===== src/rtl/uart_pkg.sv =====
`default_nettype none
// ============================================================================
// uart_pkg : shared state encoding, line levels and bit-timing helper
// rev 1.0
// ============================================================================
package uart_pkg;

  typedef enum logic [2:0] {
    IDLE  = 3'd0,
    START = 3'd1,
    DATA  = 3'd2,
    STOP  = 3'd3,
    BRK   = 3'd4
  } state_t;

  localparam logic c_STOP_LEVEL = 1'b1;
  localparam logic c_IDLE_LEVEL = 1'b1;

  function automatic int clks_per_bit(input int clk_freq, input int baud);
    return clk_freq / baud;
  endfunction

endpackage
`default_nettype wire


===== src/rtl/sync_2ff.sv =====
`default_nettype none
// ============================================================================
// sync_2ff : two-flop synchroniser with configurable reset value
// rev 1.0
// ============================================================================
module sync_2ff #(
  parameter int               WIDTH   = 1,
  parameter logic [WIDTH-1:0] RST_VAL = '0
) (
  input  logic             clk_i,
  input  logic             arst_i,
  input  logic [WIDTH-1:0] d_i,
  output logic [WIDTH-1:0] q_o
);

  logic [WIDTH-1:0] r_meta;

  always_ff @(posedge clk_i or posedge arst_i) begin
    if (arst_i) begin
      r_meta <= RST_VAL;
      q_o    <= RST_VAL;
    end else begin
      r_meta <= d_i;
      q_o    <= r_meta;
    end
  end

endmodule
`default_nettype wire


===== src/rtl/uart_rx.sv =====
`default_nettype none
// ============================================================================
// uart_rx : 8N1 receiver, mid-bit sampling, one-entry valid/ready output
// rev 1.0
// ============================================================================
module uart_rx
  import uart_pkg::*;
#(
  parameter int CLK_FREQ  = 50_000_000,
  parameter int BAUD_RATE = 9_600,
  parameter int DATA_BITS = 8
) (
  input  logic                 clk_i,
  input  logic                 arst_i,
  input  logic                 rx_i,
  output logic [DATA_BITS-1:0] data_o,
  output logic                 valid_o,
  input  logic                 ready_i,
  output logic                 frame_err_o,
  output logic                 overrun_o
);

  localparam int CPB  = clks_per_bit(CLK_FREQ, BAUD_RATE);
  localparam int HALF = CPB / 2;
  localparam int CW   = $clog2(CPB);
  localparam int IW   = (DATA_BITS > 1) ? $clog2(DATA_BITS) : 1;

  localparam logic [CW-1:0] c_CPB_LAST  = CW'(CPB - 1);
  localparam logic [CW-1:0] c_HALF_LAST = CW'(HALF - 1);
  localparam logic [IW-1:0] c_BIT_LAST  = IW'(DATA_BITS - 1);

  generate
    if (CPB < 4) begin : g_cpb_check
      $error("uart_rx: CLK_FREQ/BAUD_RATE must be at least 4");
    end
  endgenerate

  logic                 w_rx_s;
  logic                 r_rx_d;
  logic                 w_fall;
  state_t               r_state, w_state_n;
  logic [CW-1:0]        r_cnt, w_cnt_n;
  logic [IW-1:0]        r_idx, w_idx_n;
  logic [DATA_BITS-1:0] r_shift, w_shift_n;
  logic                 w_commit;
  logic                 w_ferr;

  sync_2ff #(
    .WIDTH   (1),
    .RST_VAL (c_IDLE_LEVEL)
  ) u_sync (
    .clk_i  (clk_i),
    .arst_i (arst_i),
    .d_i    (rx_i),
    .q_o    (w_rx_s)
  );

  assign w_fall = r_rx_d && !w_rx_s;

  always_ff @(posedge clk_i or posedge arst_i) begin
    if (arst_i) begin
      r_rx_d  <= c_IDLE_LEVEL;
      r_state <= IDLE;
      r_cnt   <= '0;
      r_idx   <= '0;
      r_shift <= '0;
    end else begin
      r_rx_d  <= w_rx_s;
      r_state <= w_state_n;
      r_cnt   <= w_cnt_n;
      r_idx   <= w_idx_n;
      r_shift <= w_shift_n;
    end
  end

  always_comb begin
    w_state_n = r_state;
    w_cnt_n   = r_cnt;
    w_idx_n   = r_idx;
    w_shift_n = r_shift;
    w_commit  = 1'b0;
    w_ferr    = 1'b0;
    case (r_state)
      IDLE: begin
        if (w_fall) begin
          w_cnt_n   = '0;
          w_state_n = START;
        end
      end
      START: begin
        // A start bit that is high again at mid-bit was only a glitch.
        if (r_cnt == c_HALF_LAST) begin
          if (w_rx_s) begin
            w_state_n = IDLE;
          end else begin
            w_cnt_n   = '0;
            w_idx_n   = '0;
            w_state_n = DATA;
          end
        end else begin
          w_cnt_n = r_cnt + CW'(1);
        end
      end
      DATA: begin
        if (r_cnt == c_CPB_LAST) begin
          w_cnt_n          = '0;
          w_shift_n[r_idx] = w_rx_s;
          if (r_idx == c_BIT_LAST) w_state_n = STOP;
          else                     w_idx_n   = r_idx + IW'(1);
        end else begin
          w_cnt_n = r_cnt + CW'(1);
        end
      end
      STOP: begin
        if (r_cnt == c_CPB_LAST) begin
          w_cnt_n = '0;
          if (w_rx_s == c_STOP_LEVEL) begin
            w_commit  = 1'b1;
            w_state_n = IDLE;
          end else begin
            w_ferr    = 1'b1;
            w_state_n = BRK;
          end
        end else begin
          w_cnt_n = r_cnt + CW'(1);
        end
      end
      BRK: begin
        // Hold here for the whole break so it yields a single frame error.
        if (w_rx_s) w_state_n = IDLE;
      end
      default: w_state_n = IDLE;
    endcase
  end

  always_ff @(posedge clk_i or posedge arst_i) begin
    if (arst_i) begin
      data_o      <= '0;
      valid_o     <= 1'b0;
      frame_err_o <= 1'b0;
      overrun_o   <= 1'b0;
    end else begin
      frame_err_o <= w_ferr;
      overrun_o   <= w_commit && valid_o && !ready_i;
      if (w_commit && (!valid_o || ready_i)) begin
        data_o  <= r_shift;
        valid_o <= 1'b1;
      end else if (valid_o && ready_i) begin
        valid_o <= 1'b0;
      end
    end
  end

endmodule
`default_nettype wire


===== config.mk =====
export PLATFORM = sky130hd
export DESIGN_NAME = uart_rx
export DESIGN_NICKNAME = d
export VERILOG_FILES = /design/src/rtl/uart_pkg.sv /design/src/rtl/sync_2ff.sv /design/src/rtl/uart_rx.sv
export SDC_FILE = /design/constraint.sdc
export NUM_CORES = 1
export LEC_CHECK = 0
export BUFFER_PORTS_ARGS = -buffer_cell sky130_fd_sc_hd__buf_2
export CORE_MARGIN = 4
export CORE_UTILIZATION = 59
export CTS_CLUSTER_DIAMETER = 30
export DETAILED_ROUTE_END_ITERATION = 16
export PLACE_DENSITY = 0.78
export SLEW_MARGIN = 5
export SYNTH_ARGS = -nofsm -noshare
export SYNTH_HDL_FRONTEND = slang
export SYNTH_HIERARCHICAL = 1
export SYNTH_SLANG_ARGS = --single-unit

===== constraint.sdc =====
create_clock -name clk_i -period 3.25 [get_ports clk_i]
set_clock_uncertainty 0.1 [all_clocks]
set_input_delay 0.65 -clock clk_i [delete_from_list [all_inputs] [get_ports clk_i]]
set_output_delay 0.65 -clock clk_i [all_outputs]
set_load 0.01 [all_outputs]

==> metrics.cfg <==
[status]
status = finished clean

[yosys]
yosysTopAreaCell = dfrtp_1
ys_ff_latch = 41
yosys-top-cells-area = dfrtp_1, mux2_2, dfstp_2
synthesis.area_sq_um = 2060
ys_types = 42
synth_edf_count = 0
synthArstFlopShare = 1.00
syn_area_per_cell_sq_um = 10.7
yosys_warnings = 6
ys.flop_type = dfrtp_1
synth-seq-area-share = 0.499
synth_cells = 192
synth_nets = 200
netlist.area_leader.share = 0.461

[global_routing]
gr-usage-all-layers = 0.195
grt_max_degree = 40
grt_pass1_vias = 1513
gr-total-overflow = 0
grt_pass1_wl_um = 6520
antenna_found_initial = 0

[floorplan]
io_pins = 15
die_area_sq_um = 4500
die_h_um = 67.1
rows = 21
initial_core_util = 0.613
core_area_sq_um = 3360
die_w_um = 67.1

[hold_path]
min_path_type = in2async

[clock_tree]
cts_hold_buf = 0
clk_latency_ns = 0.34
clock-sinks = 41
cts_setup_buffers = 0
clockBufferDepth = 2
clkTransAtPathRegs_ns = 0.12
tritoncts = done
cts_inserted_buffers = 5
clockRootBuffer = clkbuf_4
htreeDepth = 2
ctsResizeCount = 0

[sta]
tns_ns = 0
min_period_over_period = 0.826
rsz0062_at_grt = no
tightest_slew_ns = 0.622
drv_slew = 0
max_slew_margin = 0.582
whs_ns = 0.215
fmax_mhz = 373
setup_viol = 0
finalHoldViolCount = 0
period_minus_slack_ns = 2.68

[pwr]
irDropWorstVdd_mv = 0.375
powerDensity_nw_per_um2 = 574
p_leak_nw = 1.07

[final_layout]
final_common_cell = dfrtp_1
area_growth_pct = 9.95
n_fill_cell = 273
final_cell_mix = dfrtp_1, nor2_1, nand2_1, mux2_2, buf_2
nNetsFinal = 214
drive_gt1_frac = 0.266
n_antenna_cell = 0

[detailed_routing]
drc = 0
wl_per_cell_um = 14.3
viasPerCell = 5.91
finalWirelength_um = 3630
dr.first_iter.drc_count = 86
vias = 1496
dr.pass1.iters = 4
ant_nets = 0

[worst_setup_path]
crit_type = reg2reg
cp-end-kind = register
slowest_stage = or3b_2
max_stage_delay_ns = 0.52
cpMostUsedCell = buf_4
worstPathRequired_ns = 3.38
worstPathCellList = ha_1 > or3b_2 > nor4_4 > buf_4 > nand4_1 > nor2b_1 > buf_4 > mux2_2
critPathMaxFanout = 8
startpoint_type = register
arrival_ns = 2.82

[placement]
globalplace.congestion = 0.853
hpwl_um = 2640
io_buffer_count = 14

[flow_run]
max-cap-violations = 0

[cell type report]
cell class / instances / area, sq um / share of cell area
Sequential cell: 41 / 1030 / 0.454
Multi-Input combinational cell: 133 / 951 / 0.419
Timing Repair Buffer: 18 / 100 / 0.0442
Clock inverter: 3 / 65.1 / 0.0287
Tap cell: 46 / 57.6 / 0.0254
Clock buffer: 5 / 37.5 / 0.0166
Inverter: 7 / 26.3 / 0.0116
[state kept, by name, summed over array words and instances, names as in the netlist]
| name | count |
|---|---|
| r_cnt | 13 |
| data_o | 8 |
| r_state | 3 |
| overrun_o | 1 |
| r_shift | 8 |
| r_idx | 3 |
| r_rx_d | 1 |
| valid_o | 1 |
| u_sync/q_o | 1 |
| u_sync/r_meta | 1 |
| frame_err_o | 1 |
[kinds of logic (layout without fill, tap and decap cells)]
logic type,Yosys count,count (layout),synth area share
adder cells (fa/ha/maj),4,4,0.0243
multiplexers,23,23,0.122
buffers and inverters,18,33,0.0431
AO/OA/AOI/OAI,29,29,0.0965
AND/OR/NAND/NOR,75,75,0.206
XOR/XNOR,2,2,0.00850
flip-flops,41,41,0.499
[synth_stat cells (all sizes together) (5+ instances only)]
master / n
a21oi: 6
a22o: 5
buf: 5
clkbuf: 6
dfrtp: 38
inv: 7
mux2: 17
mux2i: 6
nand2: 17
nand3: 8
nor2: 18
o21ai: 6
[power breakdown]
part	total [mW]	internal (mW)	switching [mW]	leakage [nW]
Sequential	0.618	0.548	0.0698	0.557
Combinational	0.284	0.115	0.169	0.454
Clock	0.401	0.238	0.163	0.0552
[worst max-delay path, delay by kind of cell, from the launching register on]
family | cells | cell delay (ns)
adders and majority gates | 1 | 0.23
buffers and inverters | 2 | 0.37
muxes | 1 | 0.35
and+or+nand+nor | 4 | 1.08
DFF | 1 | 0.44
[layer usage]
metal  vias up  part of all wire  GRT usage
met1       749              0.43      0.218
met4         0             0.015     0.0861
li1        709                 -          -
met5         -                 0          0
met3         6             0.039     0.0624
met2        32              0.52      0.336
[per-stage QoR]
stage | total power [mW] | util | cells | setup WS, ns | area [sq um]
finish | 1.30 | 0.674 | 253 | 0.566 | 2270
floorplan | 0.856 | - | 192 | 0.527 | 2060
global placement | 0.898 | 0.644 | 245 | 0.664 | 2160
detailed placement | 0.910 | 0.644 | 245 | 0.586 | 2160
global route | 1.38 | 0.674 | 253 | 0.334 | 2270
CTS | 1.31 | 0.674 | 253 | 0.567 | 2270
[path summary, 6_finish.rpt]
path | from | endpoint | cells past startpoint | slack (ns)
worst max-delay path | r_cnt[1]$_DFFE_PP0P_ | data_o[5]$_DFFE_PP0P_ | 8 | 0.57
worst min-delay path | arst_i | u_sync/r_meta$_DFF_PP1_ | 2 | 0.22
worst max register to register | r_cnt[1]$_DFFE_PP0P_ | data_o[5]$_DFFE_PP0P_ | 8 | 0.57
worst min register to register | u_sync/r_meta$_DFF_PP1_ | u_sync/q_o$_DFF_PP1_ | 0 | 0.26
max in group asynchronous | arst_i | r_rx_d$_DFF_PP1_ | 3 | 2.40
min in group clk_i | u_sync/r_meta$_DFF_PP1_ | u_sync/q_o$_DFF_PP1_ | 0 | 0.26
Power figures use the tool's default switching activity.
